[config.mk]
export PLATFORM = sky130hd
export DESIGN_NAME = cpu_sequencer
export DESIGN_NICKNAME = d
export VERILOG_FILES = /design/src/rtl/cpu_sequencer.sv
export SDC_FILE = /design/constraint.sdc
export NUM_CORES = 1
export LEC_CHECK = 0
export CAP_MARGIN = 20
export CORE_AREA = 8 8 70 72
export CTS_BUF_LIST = sky130_fd_sc_hd__clkbuf_2
export DETAILED_ROUTE_END_ITERATION = 7
export DIE_AREA = 0 0 78 80
export PLACE_DENSITY_LB_ADDON = 0.2
export SLEW_MARGIN = 20
export SYNTH_ARGS = -nofsm -noshare
export SYNTH_HDL_FRONTEND = slang
export SYNTH_SLANG_ARGS = --single-unit
[constraint.sdc]
create_clock -name clk -period 1.8 [get_ports clk]
set_input_delay 0.36 -clock clk [delete_from_list [all_inputs] [get_ports clk]]
set_output_delay 0.36 -clock clk [all_outputs]
set_load 0.005 [all_outputs]
[src/rtl/cpu_sequencer.sv]
// Multi-cycle control/state block of the Simple CPU: fetches 8-bit instructions over a
// ready-handshaked memory port, sequences the external ALU and holds PC/IR/ACC/OPR/C/Z.
module cpu_sequencer #(
    parameter int ADDR_W = 4
) (
    input  logic              clk,
    input  logic              rst_n,
    output logic              mem_req,
    output logic              mem_we,
    output logic [ADDR_W-1:0] mem_addr,
    output logic [7:0]        mem_wdata,
    input  logic [7:0]        mem_rdata,
    input  logic              mem_ready,
    output logic [7:0]        alu_a,
    output logic [7:0]        alu_b,
    output logic [4:0]        alu_op,
    input  logic [7:0]        alu_dout,
    input  logic              alu_carry,
    input  logic              alu_zero,
    output logic              halted
);

    typedef enum logic [2:0] {
        S_IDLE,
        S_FETCH,
        S_DECODE,
        S_MEM_RD,
        S_MEM_WR,
        S_EXEC,
        S_HALT
    } state_t;

    localparam logic [4:0] ALU_ADD    = 5'b00000;
    localparam logic [4:0] ALU_AND    = 5'b00001;
    localparam logic [4:0] ALU_PASS_A = 5'b00010;
    localparam logic [4:0] ALU_PASS_B = 5'b00011;
    localparam logic [4:0] ALU_SUB    = 5'b01100;
    localparam logic [4:0] ALU_INC    = 5'b10100;

    localparam logic [3:0] OP_LDA = 4'h1;
    localparam logic [3:0] OP_STA = 4'h2;
    localparam logic [3:0] OP_ADD = 4'h3;
    localparam logic [3:0] OP_SUB = 4'h4;
    localparam logic [3:0] OP_AND = 4'h5;
    localparam logic [3:0] OP_INC = 4'h6;
    localparam logic [3:0] OP_JMP = 4'h7;
    localparam logic [3:0] OP_JZ  = 4'h8;
    localparam logic [3:0] OP_JC  = 4'h9;
    localparam logic [3:0] OP_HLT = 4'hF;

    state_t            state, state_nxt;
    logic [ADDR_W-1:0] pc, pc_nxt;
    logic [7:0]        ir, ir_nxt;
    logic [7:0]        acc, acc_nxt;
    logic [7:0]        opr, opr_nxt;
    logic              c_flag, c_nxt;
    logic              z_flag, z_nxt;

    logic [3:0]        opcode;
    logic [ADDR_W-1:0] ir_addr;

    assign opcode    = ir[7:4];
    assign ir_addr   = ir[ADDR_W-1:0];
    assign mem_wdata = acc;
    assign alu_a     = acc;
    assign alu_b     = opr;

    always_ff @(posedge clk or negedge rst_n) begin
        if (!rst_n) begin
            state  <= S_IDLE;
            pc     <= '0;
            ir     <= '0;
            acc    <= '0;
            opr    <= '0;
            c_flag <= 1'b0;
            z_flag <= 1'b0;
        end else begin
            state  <= state_nxt;
            pc     <= pc_nxt;
            ir     <= ir_nxt;
            acc    <= acc_nxt;
            opr    <= opr_nxt;
            c_flag <= c_nxt;
            z_flag <= z_nxt;
        end
    end

    always_comb begin
        state_nxt = state;
        pc_nxt    = pc;
        ir_nxt    = ir;
        acc_nxt   = acc;
        opr_nxt   = opr;
        c_nxt     = c_flag;
        z_nxt     = z_flag;
        mem_req   = 1'b0;
        mem_we    = 1'b0;
        mem_addr  = '0;
        alu_op    = ALU_PASS_A;
        halted    = 1'b0;

        case (state)
            S_IDLE: state_nxt = S_FETCH;

            S_FETCH: begin
                mem_req  = 1'b1;
                mem_addr = pc;
                if (mem_ready) begin
                    ir_nxt    = mem_rdata;
                    pc_nxt    = pc + ADDR_W'(1);
                    state_nxt = S_DECODE;
                end
            end

            S_DECODE: begin
                case (opcode)
                    OP_LDA, OP_ADD, OP_SUB, OP_AND: state_nxt = S_MEM_RD;
                    OP_STA: state_nxt = S_MEM_WR;
                    OP_INC: state_nxt = S_EXEC;
                    OP_JMP: begin
                        pc_nxt    = ir_addr;
                        state_nxt = S_FETCH;
                    end
                    OP_JZ: begin
                        if (z_flag) pc_nxt = ir_addr;
                        state_nxt = S_FETCH;
                    end
                    OP_JC: begin
                        if (c_flag) pc_nxt = ir_addr;
                        state_nxt = S_FETCH;
                    end
                    OP_HLT: state_nxt = S_HALT;
                    default: state_nxt = S_FETCH;
                endcase
            end

            S_MEM_RD: begin
                mem_req  = 1'b1;
                mem_addr = ir_addr;
                if (mem_ready) begin
                    opr_nxt   = mem_rdata;
                    state_nxt = S_EXEC;
                end
            end

            S_MEM_WR: begin
                mem_req  = 1'b1;
                mem_we   = 1'b1;
                mem_addr = ir_addr;
                if (mem_ready) state_nxt = S_FETCH;
            end

            // LDA reaches the accumulator through the ALU as PASS_B so every load also sets flags
            S_EXEC: begin
                case (opcode)
                    OP_LDA:  alu_op = ALU_PASS_B;
                    OP_ADD:  alu_op = ALU_ADD;
                    OP_SUB:  alu_op = ALU_SUB;
                    OP_AND:  alu_op = ALU_AND;
                    OP_INC:  alu_op = ALU_INC;
                    default: alu_op = ALU_PASS_A;
                endcase
                acc_nxt   = alu_dout;
                c_nxt     = alu_carry;
                z_nxt     = alu_zero;
                state_nxt = S_FETCH;
            end

            S_HALT: halted = 1'b1;

            default: state_nxt = S_IDLE;
        endcase
    end

endmodule

==> results of run 1 <==
-- registers in the layout, indices dropped and copies added, names as in the netlist --
name / cells
alu_b: 8
ir: 8
state: 3
pc: 4
alu_a: 8
c_flag: 1
z_flag: 1
-- where the power goes --
part / switching, mW / internal (mW) / leakage, nW
registers: 0.319 / 1.11 / 0.386
logic: 0.978 / 1.58 / 0.665
clock network: 0.262 / 0.230 / 0.0366
-- path summary, 6_finish.rpt --
path / startpoint / to / cells past startpoint
max: state[1] / alu_op[4] / 5
min: rst_n / ir[5] / 2
max reg2reg: state[0] / pc[1] / 7
min reg2reg: alu_b[6] / alu_b[6] / 1
max in group asynchronous: rst_n / alu_a[0] / 2
min in group clk: alu_b[6] / alu_b[6] / 1
-- cells in the final DEF, fill, tap and decap left out, types with 3 or more instances in the layout --
cell / instances
clkdlybuf4s50_1: 44
dfrtp_1: 33
mux2_2: 25
buf_4: 25
nand2_1: 11
buf_2: 9
buf_6: 7
o21ai_0: 5
clkbuf_2: 5
nand2b_1: 4
inv_1: 4
a21oi_1: 3
o21ai_1: 3
o221a_1: 3
-- through the flow --
| stage | instances | setup TNS (ns) | util, % | hold WS (ns) |
|---|---|---|---|---|
| after floorplan | 149 | 0 | - | 0.0644 |
| after CTS | 270 | -2.12 | 64.6 | 0.339 |
| after global routing | 275 | -3.02 | 66.5 | 0.372 |
| after global placement | 258 | -0.719 | 62.7 | 0.490 |
| after detailed placement | 258 | -0.911 | 62.7 | 0.497 |
| final | 275 | -1.94 | 66.5 | 0.352 |
-- metal layers --
layer | vias up | wire (um)
met1 | 713 | 1810
met5 | - | 0
met4 | 0 | 68
li1 | 674 | -
met2 | 45 | 2480
met3 | 9 | 320
-- cell type report --
| type | instances | area (um^2) |
|---|---|---|
| fill | 334 | 1290 |
| sequential | 33 | 826 |
| multi-input combinational | 93 | 802 |
| timing repair buffer | 87 | 792 |
| tap | 50 | 62.6 |
| clock inverter | 3 | 41.3 |
| clock buffer | 5 | 25.0 |
| inverter | 4 | 15.0 |
-- worst max-delay path, delay by kind of cell, from the launching register on --
family,cells,cell delay (ns)
simple gates,3,0.62
buf+inv,2,0.24
flops,1,0.42
-- what timing repair did --
item                       4_1_cts  5_1_grt
setup buffers                    4        5
pin swaps                        7        5
gates resized for setup         58       10
setup endpoints to repair       12       15
-- cells by family after synthesis --
group | share of synthesized area (%)
AND/OR/NAND/NOR | 13.1
flip-flops | 47.8
multiplexers | 18.0
AO/OA/AOI/OAI | 11.2
buffers and inverters | 8.18
XOR/XNOR | 1.01
adder cells (fa/ha/maj) | 0.723
==> flow_metrics.tcl, run 1 <==
set metrics [dict create \
    hold_viol_final 0 \
    skew_ns 0.0128 \
    slew-limit-headroom_pct 71.7 \
    antenna_found_initial 0 \
    drc 0 \
    worstHoldPathType "primary input to asynchronous set/reset pin" \
    overflow 0 \
    synthArstFlopShare_pct 100 \
    ctsHoldBuffers 0 \
    p_leak_nw 1.09 \
    synth_top_area_share_pct 47.8 \
    setup_viol 13 \
    path_class "flip-flop to output pin" \
    via_per_inst 5.24 \
    failed_checks "setup timing" \
    grt_pass1_wl_um 7580 \
    design_area_mm2 0.00256 \
    layout_min_cycle_time_ns 2.02 \
    cts_max_level 2 \
    layout.nets 246 \
    wire_per_inst_um 17.0 \
    ys_seq_area_share_pct 47.8 \
    ys_warn_count 0 \
    peakVddDrop_v 0.000965 \
    synth_most_common_cell "dfrtp_1" \
    outcome "complete, but fails checks" \
    grt.met2_usage_pct 28.5 \
    ys.flop_type "dfrtp_1" \
    p_per_area_mw_per_mm2 1750 \
    synth_edf_count 0 \
    drt_iter0_markers 69 \
    post-dp-hpwl_um 3330 \
    coreArea_mm2 0.00386 \
    tightest_slew_ns 0.425 \
    synthTopCellsByCount "dfrtp_1 (33), mux2_2 (25), nand2_1 (11)" \
    synth_largest_area_cell "dfrtp_1" \
    rsz0062_at_grt "yes" \
    drt_first_pass_iters 4 \
    grt-busiest-layer "met2" \
    cts_made_buffers 5 \
    cts_tree "built" \
    syn_nets 171 \
    ios 57 \
    maxSlewViolCount 0 \
    r2r_slack_ns -0.15 \
    setup.worst_path.end_class "output pin" \
    die_area_mm2 0.00624 \
    start_kind "flip-flop" \
    clock_sinks 33 \
    die_y_um 80 \
    vias 1441 \
    layout_setup_ws_ns -0.217 \
    p_total_mw 4.49 \
    placed_cell_area_mm2 0.00242 \
    yosysUniqueCellTypes 40 \
    slowest_stage "dfrtp_1" \
    cts_buffer_depth 2 \
    antenna_left 0 \
    grt_usage_pct 15.5 \
    use_met3_pct 5.29 \
    required_ns 1.44 \
    clk_latency_ns 0.38 \
    cts.clk_slew.worst_paths_ns 0.18 \
    start_util_pct 44.8 \
    drive_above_1_share_pct 40.0 \
    synth_cells 149 \
    critPathMaxStageDelay_ns 0.42 \
    timing.max_cap.violations 0 \
    arrival_ns 1.66 \
    grtUsageMet1_pct 15.8 \
    finalCritPeriodShare_pct 112 \
    area_growth_pct 48.3 \
    dp_slack_ns -0.181 \
    grt_max_degree 34 \
    port-buffer-count 56 \
    routed_wl_um 4680 \
    gp_congestion 0.851 \
    synthTopCellsByArea "dfrtp_1 (48%), mux2_2 (16%), buf_4 (3.5%), nand2_1 (2.4%), buf_2 (2.3%)" \
    row_count 23 \
    die_width_um 78 \
    grt_pass1_vias 1556 \
    crit_chain "nand3b_1 > nor4b_2 > buf_4 > and2_4 > buf_6" \
    cp_max_fo 3 \
    synth-seq-cells 33 \
    max_clock_freq_mhz 496 \
    diodes 0 \
    avgSynthCellArea_um2 11.6 \
    cts_root_buf "clkbuf_2" \
    syn-cell-area_mm2 0.00173 \
]
(Power assumes the default switching activity.)
==> run 2, diff against run 1 <==
--- a/config.mk
+++ b/config.mk
@@ -5,7 +5,6 @@
 export SDC_FILE = /design/constraint.sdc
 export NUM_CORES = 1
 export LEC_CHECK = 0
-export CAP_MARGIN = 20
 export CORE_AREA = 8 8 70 72
 export CTS_BUF_LIST = sky130_fd_sc_hd__clkbuf_2
 export DETAILED_ROUTE_END_ITERATION = 7
==> results of run 2 <==
Final layout, timing and power as in run 1 (identical DEF).
